**src/rtl/bp_cce_gpr_wb_arbiter_if.sv**
```systemverilog
// Request/grant bundle between the CCE GPR writers and the GPR write-port arbiter.
// The arbiter connects to the slave modport. The writers and the register block connect to the master modport.
interface bp_cce_gpr_wb_arbiter_if #(
  parameter int gpr_width_p = 64,
  parameter int num_gpr_p   = 16
);
  localparam int sel_width_lp = $clog2(num_gpr_p);

  logic                    ucode_v_i;
  logic [sel_width_lp-1:0] ucode_sel_i;
  logic [gpr_width_p-1:0]  ucode_data_i;
  logic                    ucode_stall_o;

  logic                    dir_v_i;
  logic [sel_width_lp-1:0] dir_sel_i;
  logic [gpr_width_p-1:0]  dir_data_i;
  logic                    dir_ready_o;

  logic                    cfg_v_i;
  logic [sel_width_lp-1:0] cfg_sel_i;
  logic [gpr_width_p-1:0]  cfg_data_i;
  logic                    cfg_yumi_o;

  logic                    flush_i;
  logic                    flush_done_o;

  logic [num_gpr_p-1:0]    gpr_w_mask_o;
  logic [gpr_width_p-1:0]  gpr_w_data_o;

  modport slave (
    input  ucode_v_i, ucode_sel_i, ucode_data_i,
    output ucode_stall_o,
    input  dir_v_i, dir_sel_i, dir_data_i,
    output dir_ready_o,
    input  cfg_v_i, cfg_sel_i, cfg_data_i,
    output cfg_yumi_o,
    input  flush_i,
    output flush_done_o,
    output gpr_w_mask_o, gpr_w_data_o
  );

  modport master (
    output ucode_v_i, ucode_sel_i, ucode_data_i,
    input  ucode_stall_o,
    output dir_v_i, dir_sel_i, dir_data_i,
    input  dir_ready_o,
    output cfg_v_i, cfg_sel_i, cfg_data_i,
    input  cfg_yumi_o,
    output flush_i,
    input  flush_done_o,
    input  gpr_w_mask_o, gpr_w_data_o
  );
endinterface

```
**src/rtl/bp_cce_gpr_wb_arbiter.sv**
```systemverilog
// Arbitrates the single CCE GPR write port among ucode, queued directory writebacks and config writes.
// Optional macro BP_CCE_GPR_WB_BYPASS_EN lets a directory write skip an empty FIFO and be written in the same cycle.
module bp_cce_gpr_wb_arbiter #(
  parameter int gpr_width_p        = 64,
  parameter int num_gpr_p          = 16,
  parameter int dir_fifo_els_p     = 4,
  parameter int cfg_starve_limit_p = 8
) (
  input logic clk_i,
  input logic reset_n_i,
  bp_cce_gpr_wb_arbiter_if.slave bus
);
  localparam int sel_width_lp    = $clog2(num_gpr_p);
  localparam int ptr_width_lp    = $clog2(dir_fifo_els_p);
  localparam int cnt_width_lp    = ptr_width_lp + 1;
  localparam int starve_width_lp = $clog2(cfg_starve_limit_p + 1);

  typedef enum logic [1:0] {e_run, e_flush, e_done} state_e;

  state_e                     state, state_n;
  logic [sel_width_lp-1:0]    fifo_sel  [dir_fifo_els_p];
  logic [gpr_width_p-1:0]     fifo_data [dir_fifo_els_p];
  logic [ptr_width_lp-1:0]    rd_ptr, wr_ptr;
  logic [cnt_width_lp-1:0]    count;
  logic [starve_width_lp-1:0] starve_cnt;

  logic empty, full, dir_ready, forced_cfg, enq, deq, flush_done;
  logic fifo_grant, byp_grant, ucode_grant, cfg_grant;
  logic                    w_v;
  logic [sel_width_lp-1:0] w_sel;
  logic [gpr_width_p-1:0]  w_data;

  assign empty      = (count == '0);
  assign full       = (count == cnt_width_lp'(dir_fifo_els_p));
  assign dir_ready  = reset_n_i && !full && (state != e_flush);
  assign forced_cfg = bus.cfg_v_i && (starve_cnt == starve_width_lp'(cfg_starve_limit_p));
  assign enq        = bus.dir_v_i && dir_ready && !byp_grant;
  assign deq        = fifo_grant;

  // One grant per cycle; all grants are held off while reset is asserted.
  always_comb begin
    fifo_grant  = 1'b0;
    byp_grant   = 1'b0;
    ucode_grant = 1'b0;
    cfg_grant   = 1'b0;
    if (reset_n_i) begin
      if (state == e_flush) fifo_grant = !empty;
      else if (forced_cfg)  cfg_grant  = 1'b1;
      else if (!empty)      fifo_grant = 1'b1;
`ifdef BP_CCE_GPR_WB_BYPASS_EN
      else if (bus.dir_v_i && dir_ready) byp_grant = 1'b1;
`endif
      else if (bus.ucode_v_i) ucode_grant = 1'b1;
      else if (bus.cfg_v_i)   cfg_grant   = 1'b1;
    end
  end

  always_comb begin
    w_v    = 1'b1;
    w_sel  = '0;
    w_data = '0;
    if (fifo_grant) begin
      w_sel  = fifo_sel[rd_ptr];
      w_data = fifo_data[rd_ptr];
    end else if (byp_grant) begin
      w_sel  = bus.dir_sel_i;
      w_data = bus.dir_data_i;
    end else if (ucode_grant) begin
      w_sel  = bus.ucode_sel_i;
      w_data = bus.ucode_data_i;
    end else if (cfg_grant) begin
      w_sel  = bus.cfg_sel_i;
      w_data = bus.cfg_data_i;
    end else begin
      w_v = 1'b0;
    end
  end

  assign bus.gpr_w_mask_o  = w_v ? (num_gpr_p'(1) << w_sel) : '0;
  assign bus.gpr_w_data_o  = w_data;
  assign bus.ucode_stall_o = reset_n_i && bus.ucode_v_i && !ucode_grant;
  assign bus.cfg_yumi_o    = cfg_grant;
  assign bus.dir_ready_o   = dir_ready;
  assign bus.flush_done_o  = flush_done;

  // An enqueue accepted in the cycle flush_i is seen belongs to the drain.
  always_comb begin
    state_n    = state;
    flush_done = 1'b0;
    case (state)
      e_run: begin
        if (bus.flush_i) state_n = (empty && !enq) ? e_done : e_flush;
      end
      e_flush: begin
        if (empty || (deq && count == cnt_width_lp'(1))) state_n = e_done;
      end
      e_done: begin
        flush_done = 1'b1;
        state_n    = e_run;
      end
      default: state_n = e_run;
    endcase
  end

  always_ff @(posedge clk_i or negedge reset_n_i) begin
    if (!reset_n_i) begin
      state      <= e_run;
      rd_ptr     <= '0;
      wr_ptr     <= '0;
      count      <= '0;
      starve_cnt <= '0;
    end else begin
      state <= state_n;
      if (enq) wr_ptr <= wr_ptr + ptr_width_lp'(1);
      if (deq) rd_ptr <= rd_ptr + ptr_width_lp'(1);
      case ({enq, deq})
        2'b10:   count <= count + cnt_width_lp'(1);
        2'b01:   count <= count - cnt_width_lp'(1);
        default: count <= count;
      endcase
      // The starvation count is frozen while draining so cfg keeps its standing.
      if (state != e_flush) begin
        if (cfg_grant || !bus.cfg_v_i)
          starve_cnt <= '0;
        else if (starve_cnt != starve_width_lp'(cfg_starve_limit_p))
          starve_cnt <= starve_cnt + starve_width_lp'(1);
      end
    end
  end

  always_ff @(posedge clk_i) begin
    if (enq) begin
      fifo_sel[wr_ptr]  <= bus.dir_sel_i;
      fifo_data[wr_ptr] <= bus.dir_data_i;
    end
  end

`ifndef SYNTHESIS
  a_mask_onehot: assert property (@(posedge clk_i) $onehot0(bus.gpr_w_mask_o))
    else $error("gpr_w_mask_o is multi-hot");

  if (num_gpr_p < (1 << sel_width_lp)) begin : g_sel_chk
    a_ucode_sel: assert property (@(posedge clk_i) disable iff (!reset_n_i)
      bus.ucode_v_i |-> (32'(bus.ucode_sel_i) < num_gpr_p)) else $error("ucode_sel_i out of range");
    a_dir_sel: assert property (@(posedge clk_i) disable iff (!reset_n_i)
      bus.dir_v_i |-> (32'(bus.dir_sel_i) < num_gpr_p)) else $error("dir_sel_i out of range");
    a_cfg_sel: assert property (@(posedge clk_i) disable iff (!reset_n_i)
      bus.cfg_v_i |-> (32'(bus.cfg_sel_i) < num_gpr_p)) else $error("cfg_sel_i out of range");
  end
`endif
endmodule
```
**src/flat_wrapper.sv**
```systemverilog
// flat-port wrapper written by rule: the top's interface ports become plain ports
module bp_cce_gpr_wb_arbiter_flat 
#(
  parameter int gpr_width_p        = 64,
  parameter int num_gpr_p          = 16,
  parameter int dir_fifo_els_p     = 4,
  parameter int cfg_starve_limit_p = 8
)
  (clk_i, reset_n_i, bus_ucode_v_i, bus_ucode_sel_i, bus_ucode_data_i, bus_ucode_stall_o, bus_dir_v_i, bus_dir_sel_i, bus_dir_data_i, bus_dir_ready_o, bus_cfg_v_i, bus_cfg_sel_i, bus_cfg_data_i, bus_cfg_yumi_o, bus_flush_i, bus_flush_done_o, bus_gpr_w_mask_o, bus_gpr_w_data_o);
  bp_cce_gpr_wb_arbiter_if #(.gpr_width_p(gpr_width_p), .num_gpr_p(num_gpr_p)) bus_i ();
  input logic clk_i;
  input logic reset_n_i;
  input wire logic [$bits(bus_i.ucode_v_i)-1:0] bus_ucode_v_i;
  input wire logic [$bits(bus_i.ucode_sel_i)-1:0] bus_ucode_sel_i;
  input wire logic [$bits(bus_i.ucode_data_i)-1:0] bus_ucode_data_i;
  output wire logic [$bits(bus_i.ucode_stall_o)-1:0] bus_ucode_stall_o;
  input wire logic [$bits(bus_i.dir_v_i)-1:0] bus_dir_v_i;
  input wire logic [$bits(bus_i.dir_sel_i)-1:0] bus_dir_sel_i;
  input wire logic [$bits(bus_i.dir_data_i)-1:0] bus_dir_data_i;
  output wire logic [$bits(bus_i.dir_ready_o)-1:0] bus_dir_ready_o;
  input wire logic [$bits(bus_i.cfg_v_i)-1:0] bus_cfg_v_i;
  input wire logic [$bits(bus_i.cfg_sel_i)-1:0] bus_cfg_sel_i;
  input wire logic [$bits(bus_i.cfg_data_i)-1:0] bus_cfg_data_i;
  output wire logic [$bits(bus_i.cfg_yumi_o)-1:0] bus_cfg_yumi_o;
  input wire logic [$bits(bus_i.flush_i)-1:0] bus_flush_i;
  output wire logic [$bits(bus_i.flush_done_o)-1:0] bus_flush_done_o;
  output wire logic [$bits(bus_i.gpr_w_mask_o)-1:0] bus_gpr_w_mask_o;
  output wire logic [$bits(bus_i.gpr_w_data_o)-1:0] bus_gpr_w_data_o;
  assign bus_i.ucode_v_i = bus_ucode_v_i;
  assign bus_i.ucode_sel_i = bus_ucode_sel_i;
  assign bus_i.ucode_data_i = bus_ucode_data_i;
  assign bus_ucode_stall_o = bus_i.ucode_stall_o;
  assign bus_i.dir_v_i = bus_dir_v_i;
  assign bus_i.dir_sel_i = bus_dir_sel_i;
  assign bus_i.dir_data_i = bus_dir_data_i;
  assign bus_dir_ready_o = bus_i.dir_ready_o;
  assign bus_i.cfg_v_i = bus_cfg_v_i;
  assign bus_i.cfg_sel_i = bus_cfg_sel_i;
  assign bus_i.cfg_data_i = bus_cfg_data_i;
  assign bus_cfg_yumi_o = bus_i.cfg_yumi_o;
  assign bus_i.flush_i = bus_flush_i;
  assign bus_flush_done_o = bus_i.flush_done_o;
  assign bus_gpr_w_mask_o = bus_i.gpr_w_mask_o;
  assign bus_gpr_w_data_o = bus_i.gpr_w_data_o;
  bp_cce_gpr_wb_arbiter #(.gpr_width_p(gpr_width_p), .num_gpr_p(num_gpr_p), .dir_fifo_els_p(dir_fifo_els_p), .cfg_starve_limit_p(cfg_starve_limit_p)) u_core (.clk_i(clk_i), .reset_n_i(reset_n_i), .bus(bus_i));
endmodule
```
**config.mk**
```make
export PLATFORM = sky130hd
export DESIGN_NAME = bp_cce_gpr_wb_arbiter_flat
export DESIGN_NICKNAME = d
export VERILOG_FILES = /design/src/rtl/bp_cce_gpr_wb_arbiter_if.sv /design/src/rtl/bp_cce_gpr_wb_arbiter.sv /design/src/flat_wrapper.sv
export SDC_FILE = /design/constraint.sdc
export NUM_CORES = 1
export LEC_CHECK = 0
export ABC_AREA = 1
export CAP_MARGIN = 15
export CORE_UTILIZATION = 54
export CTS_CLUSTER_DIAMETER = 120
export DETAILED_ROUTE_END_ITERATION = 10
export GPL_ROUTABILITY_DRIVEN = 0
export MAX_ROUTING_LAYER = met4
export PLACE_DENSITY = 0.86
export SLEW_MARGIN = 20
export SYNTH_ARGS = -nofsm -noshare
export SYNTH_HDL_FRONTEND = slang
export SYNTH_SLANG_ARGS = --single-unit
```
**constraint.sdc**
```tcl
create_clock -name clk_i -period 12.56 [get_ports clk_i]
set_input_delay 1.884 -clock clk_i [delete_from_list [all_inputs] [get_ports clk_i]]
set_output_delay 1.884 -clock clk_i [all_outputs]
set_load 0.03 [all_outputs]
```
==> results.sh, run 1 <==
export IMPL_drt_first_pass_iters=5
export IMPL_ir_drop_mv=0.1442
export IMPL_p_per_area_nw_per_um2=209.6
export IMPL_max_cap_viol_count=0
export IMPL_ios=294
export IMPL_yosysWarnings=0
export IMPL_fmax_mhz=141.9
export IMPL_hold_buffers=0
export IMPL_synth_top_area_cell="edfxtp_1"
export IMPL_synthesis_nets=1341
export IMPL_cp_start_kind="input port"
export IMPL_coreArea_um2=22570
export IMPL_antenna_found_initial=1
export IMPL_status="finished clean"
export IMPL_arrival_ns=5.16
export IMPL_place_hpwl_um=17710
export IMPL_grt_overflow=0
export IMPL_tightestPinTransition_ns=1.038
export IMPL_power_leakage_uw=0.005793
export IMPL_synthCells=1120
export IMPL_cts_setup_buffers=0
export IMPL_rr_worst_depth=6
export IMPL_synth_cell_type_count=28
export IMPL_grt_use_met3_pct=4.340
export IMPL_p_total_uw=3442
export IMPL_syn_area_um2=12430
export IMPL_cp_startpoint="reset_n_i"
export IMPL_final_min_clock_period_ns=7.047
export IMPL_hold_class="reg -> reg"
export IMPL_route_detailed_drc=0
export IMPL_clk_pin_slew_ns=0.06
export IMPL_clock_root_buffer="clkbuf_16"
export IMPL_grt_max_degree=81
export IMPL_period_share_pct=56.11
export IMPL_ys_seq_area_share_pct=68.33
export IMPL_fp_dieW_um=153.7
export IMPL_ys_ff_latch=285
export IMPL_slew_viol_final=0
export IMPL_drive_gt1_share_pct=5.615
export IMPL_fin_nets=1607
export IMPL_critPathMaxFanout=34
export IMPL_required_ns=10.68
export IMPL_die_area_um2=23630
export IMPL_use_met2_pct=44.55
export IMPL_row_count=55
export IMPL_syn_to_final_growth_pct=32.13
export IMPL_top_usage_layer="met2"
export IMPL_cts_buffer_depth=3
export IMPL_numCtsBuffers=28
export IMPL_port_buffers=293
export IMPL_synth_top_area_share_pct=65.71
export IMPL_hold_viol=0
export IMPL_drt_iter0_drc=670
export IMPL_fin_setup_tns_ns=0
export IMPL_rsz0062_at_grt="false"
export IMPL_synth_area_per_cell_um2=11.10
export IMPL_ff2ff_setup_slack_ns=9.82
export IMPL_clock_sinks=285
export IMPL_clk_latency_ns=0.53
export IMPL_cts_tree="yes"
export IMPL_h_tree_depth=1
export IMPL_start_util_pct=55.07
export IMPL_timing_rr_end="u_core.fifo_data[1][1]$_DFFE_PP_"
export IMPL_grtUsageTotal_pct=25.54
export IMPL_grt_util_met1_pct=29.23
export IMPL_grt_pass1_vias=9409
export IMPL_synth_area_top_cells="edfxtp_1 (66%), nand2_1 (7.0%), o21ai_0 (5.4%)"
export IMPL_setup_worst_path_end="bus_gpr_w_data_o[14]"
export IMPL_antenna_left=0
export IMPL_final_cell_mix="clkdlybuf4s50_1 (293), edfxtp_1 (272), nand2_1 (231)"
export IMPL_die_h_um=153.7
export IMPL_r2r_start="u_core.count[0]$_DFFE_PN0P_"
export IMPL_slew_headroom_pct=30.83
export IMPL_final_common_cell="clkdlybuf4s50_1"
export IMPL_hp_start="u_core.rd_ptr[1]$_DFFE_PN0N_"
export IMPL_fin_worst_skew_ns=0.01318
export IMPL_crit_path_end_kind="output port"
export IMPL_grt_pass1_wl_um=46110
export IMPL_num_vias=9439
export IMPL_routed_via_density=5.575
export IMPL_post_cts_resize_count=0
export IMPL_path_class="in -> out"
export IMPL_setup_viol=0
export IMPL_wl_per_cell_um=17.50
export IMPL_drt_wl_total_um=29620
==> worst min path at each step <==
stage,to,cells after the start,slack (ns)
finish,u_core.rd_ptr[1]$_DFFE_PN0N_,1,0.52
global route,u_core.rd_ptr[1]$_DFFE_PN0N_,1,0.54
CTS,u_core.rd_ptr[1]$_DFFE_PN0N_,1,0.51
detailed placement,u_core.rd_ptr[1]$_DFFE_PN0N_,1,0.50
global placement,u_core.count[1]$_DFFE_PN0P_,2,0.50
floorplan,u_core.count[1]$_DFFE_PN0P_,2,0.48
==> metrics by stage <==
stage               hold slack, ns  std cells  cell area [um^2]  worst slack [ns]  util (%)
floorplan                   0.4752       1120             12430             6.393         -
global placement            0.5013       1641             15470             5.523     68.55
detailed placement          0.5010       1641             15470             5.453     68.55
CTS                         0.5109       1692             16420             5.450     72.74
global route                0.5393       1693             16420             5.216     72.76
finish                      0.5166       1693             16420             5.513     72.76
==> critical path, cell delays in order <==
cell             delay, ns
clkdlybuf4s50_1       0.90
inv_1                 0.17
nor2_4                0.21
nand2_4               0.10
inv_2                 0.48
buf_4                 0.46
nand2_1               0.12
nand3_1               0.10
clkdlybuf4s50_1       0.68
==> report_power, final <==
group / internal, uW / switching (uW) / leakage (uW)
clock network: 521 / 328 / 0.000456
logic: 498 / 882 / 0.00272
registers: 1150 / 60.9 / 0.00262
==> cell type report <==
type | count | area [um^2]
flip-flops and latches | 285 | 8498
fillers | 1477 | 6148
multi-input cells | 734 | 3483
repair buffers | 302 | 3000
clock buffers | 35 | 748.2
well taps | 285 | 356.6
clock inverters | 16 | 197.7
inverters | 35 | 136.4
diodes | 1 | 2.502
==> kinds of logic after synthesis <==
logic type               share of synthesized area (%)
AO/OA/AOI/OAI                                    8.758
XOR/XNOR                                        0.4933
adder cells (fa/ha/maj)                          1.107
buffers and inverters                            3.886
flip-flops                                       68.33
AND/OR/NAND/NOR                                  17.43
==> state kept, by name (all words and copies together), names as in the netlist <==
register / flops
u_core.fifo_data: 256
u_core.fifo_sel: 16
u_core.starve_cnt: 4
u_core.count: 3
u_core.rd_ptr: 2
u_core.state: 2
u_core.wr_ptr: 2
==> cell usage after synthesis, drive strengths merged <==
| master | instances |
|---|---|
| nand4 | 6 |
| a21oi | 2 |
| ha | 11 |
| a21boi | 1 |
| xor2 | 5 |
| o21ai | 134 |
| nand3b | 1 |
| buf | 37 |
| nor2 | 170 |
| nand3 | 101 |
| dfrtp | 13 |
| o22ai | 64 |
| edfxtp | 272 |
| inv | 35 |
| nand2 | 237 |
| clkbuf | 29 |
| xnor2 | 2 |
==> layer usage <==
layer,part of all wire (%),vias up
li1,-,4491
met1,39,4477
met2,51,404
met3,6.9,67
met4,3.3,0
met5,0,-
(Power assumes the default switching activity.)
==> run 2: changes to the inputs <==
CORE_UTILIZATION = 45   (was 54)
PLACE_DENSITY = 0.76   (was 0.86)
clock period = 6.25 ns   (was 12.56 ns; I/O delays follow)
==> results.sh, run 2 (synthesis results as in run 1) <==
export IMPL_clkPwrFrac_pct=23.4
export IMPL_hold_slack_ns=0.5292
export IMPL_ir_drop_mv=0.2398
export IMPL_grt_overflow=0
export IMPL_reg_top3="u_core.fifo_data (256), u_core.fifo_sel (16), u_core.starve_cnt (4)"
export IMPL_multi_input_area_um2=3483
export IMPL_antenna_found_initial=2
export IMPL_grt_pass1_vias=9325
export IMPL_crit_path_end_kind="output port"
export IMPL_routed_via_density=5.273
export IMPL_drt_first_pass_iters=5
export IMPL_place_hpwl_um=18700
export IMPL_largest_register_ffs=256
export IMPL_drive_gt1_share_pct=6.285
export IMPL_antenna_left=0
export IMPL_grtUsageTotal_pct=21.73
export IMPL_final_min_clock_period_ns=4.861
export IMPL_syn_to_final_growth_pct=32.72
export IMPL_share_seq_of_total_power_pct=35.9
export IMPL_slew_viol_final=0
export IMPL_slew_headroom_pct=27.15
export IMPL_p_comb_share_pct=40.7
export IMPL_wl_per_cell_um=16.94
export IMPL_placed_area_um2=15600
export IMPL_die_area_um2=28290
export IMPL_port_buffers=293
export IMPL_fin_worst_skew_ns=0.01014
export IMPL_clock_root_buffer="clkbuf_16"
export IMPL_cts_buffer_depth=3
export IMPL_cts_tree="yes"
export IMPL_clk_latency_ns=0.52
export IMPL_grt_max_degree=107
export IMPL_top_register="u_core.fifo_data"
export IMPL_hold_buffers=0
export IMPL_power_leakage_uw=0.005803
export IMPL_die_h_um=168.2
export IMPL_hold_viol=0
export IMPL_cp_start_kind="flip-flop"
export IMPL_critPathMaxFanout=106
export IMPL_max_cap_viol_count=0
export IMPL_drt_iter0_drc=623
export IMPL_final_seq_area_um2=8498
export IMPL_design_area_um2=16500
export IMPL_p_switching_uw=2559
export IMPL_intPower_uw=4244
export IMPL_route_detailed_drc=0
export IMPL_final_common_cell="clkdlybuf4s50_1"
export IMPL_row_count=60
export IMPL_status="finished clean"
export IMPL_path_class="reg -> out"
export IMPL_fillers=2159
export IMPL_arrival_ns=3.92
export IMPL_coreArea_um2=27030
export IMPL_start_util_pct=45.99
export IMPL_required_ns=5.31
export IMPL_setup_viol=0
export IMPL_final_cell_mix="clkdlybuf4s50_1 (293), edfxtp_1 (272), nand2_1 (231)"
export IMPL_post_cts_resize_count=0
export IMPL_p_total_uw=6803
export IMPL_clk_pin_slew_ns=0.06
export IMPL_fp_dieW_um=168.2
export IMPL_h_tree_depth=1
export IMPL_cts_setup_buffers=0
export IMPL_drt_wl_total_um=29820
export IMPL_ff2ff_setup_slack_ns=3.42
export IMPL_fin_nets=1615
export IMPL_fin_setup_tns_ns=0
export IMPL_p_per_area_nw_per_um2=412.4
export IMPL_swShare_pct=37.61
export IMPL_numCtsBuffers=28
export IMPL_period_share_pct=77.77
export IMPL_rsz0062_at_grt="false"
export IMPL_clock_sinks=285
export IMPL_hold_class="reg -> reg"
export IMPL_tightestPinTransition_ns=1.093
export IMPL_grt_pass1_wl_um=47170
export IMPL_fmax_mhz=205.7
export IMPL_num_vias=9281
export IMPL_ios=294
[run 2: per-layer routing]
metal  global-route usage, %  vias up  part of all wire, %
li1                        -     4512                    -
met1                   25.44     4431                   41
met2                   38.84      298                   51
met3                   3.785       40                  6.2
met4                   5.336        0                  1.6
met5                       -        -                    0
[run 2: worst paths after layout]
check                                                   from                                 to  cells past startpoint
worst min register to register   u_core.count[1]$_DFFE_PN0P_        u_core.count[1]$_DFFE_PN0P_                      2
worst max-delay path            u_core.rd_ptr[0]$_DFFE_PN0N_                bus_gpr_w_data_o[1]                      7
worst min-delay path             u_core.count[1]$_DFFE_PN0P_        u_core.count[1]$_DFFE_PN0P_                      2
worst max register to register   u_core.count[0]$_DFFE_PN0P_  u_core.fifo_data[0][44]$_DFFE_PP_                      6
max in group asynchronous                          reset_n_i       u_core.rd_ptr[0]$_DFFE_PN0N_                      2
min in group asynchronous                          reset_n_i        u_core.count[1]$_DFFE_PN0P_                      2
[run 2: cell type report]
cell class / instances / area share, %
Inverter: 35 / 0.8116
Clock buffer: 31 / 4.445
Tap cell: 341 / 2.586
Clock inverter: 21 / 0.9254
Sequential cell: 285 / 51.52
Multi-Input combinational cell: 734 / 21.12
Antenna cell: 3 / 0.04551
Timing Repair Buffer: 310 / 18.55
[run 2: power by group through the flow]
stage | registers [uW] | logic, uW | clock network, uW
2_1_floorplan | 2410 | 1850 | 0
5_1_grt | 2460 | 3030 | 1700
3_5_place_dp | 2480 | 2780 | 0
4_1_cts | 2440 | 2790 | 1620
6_report | 2440 | 2770 | 1600
3_3_place_gp | 2470 | 2740 | 0
[run 2: critical path, stage by stage (launching register included)]
cell and delay, ns:
dfrtp_4 0.75, inv_4 0.86, buf_4 0.47, o21ai_0 0.12, o22ai_1 0.28, nand2_1 0.08
nand3_1 0.08, clkdlybuf4s50_1 0.67
[run 2: through the flow]
step / instances / worst slack (ns) / util (%)
finish: 1760 / 1.389 / 61.04
detailed placement: 1705 / 1.384 / 57.73
global placement: 1705 / 1.428 / 57.73
CTS: 1757 / 1.352 / 61.01
floorplan: 1120 / 1.029 / -
global route: 1759 / 1.125 / 61.03
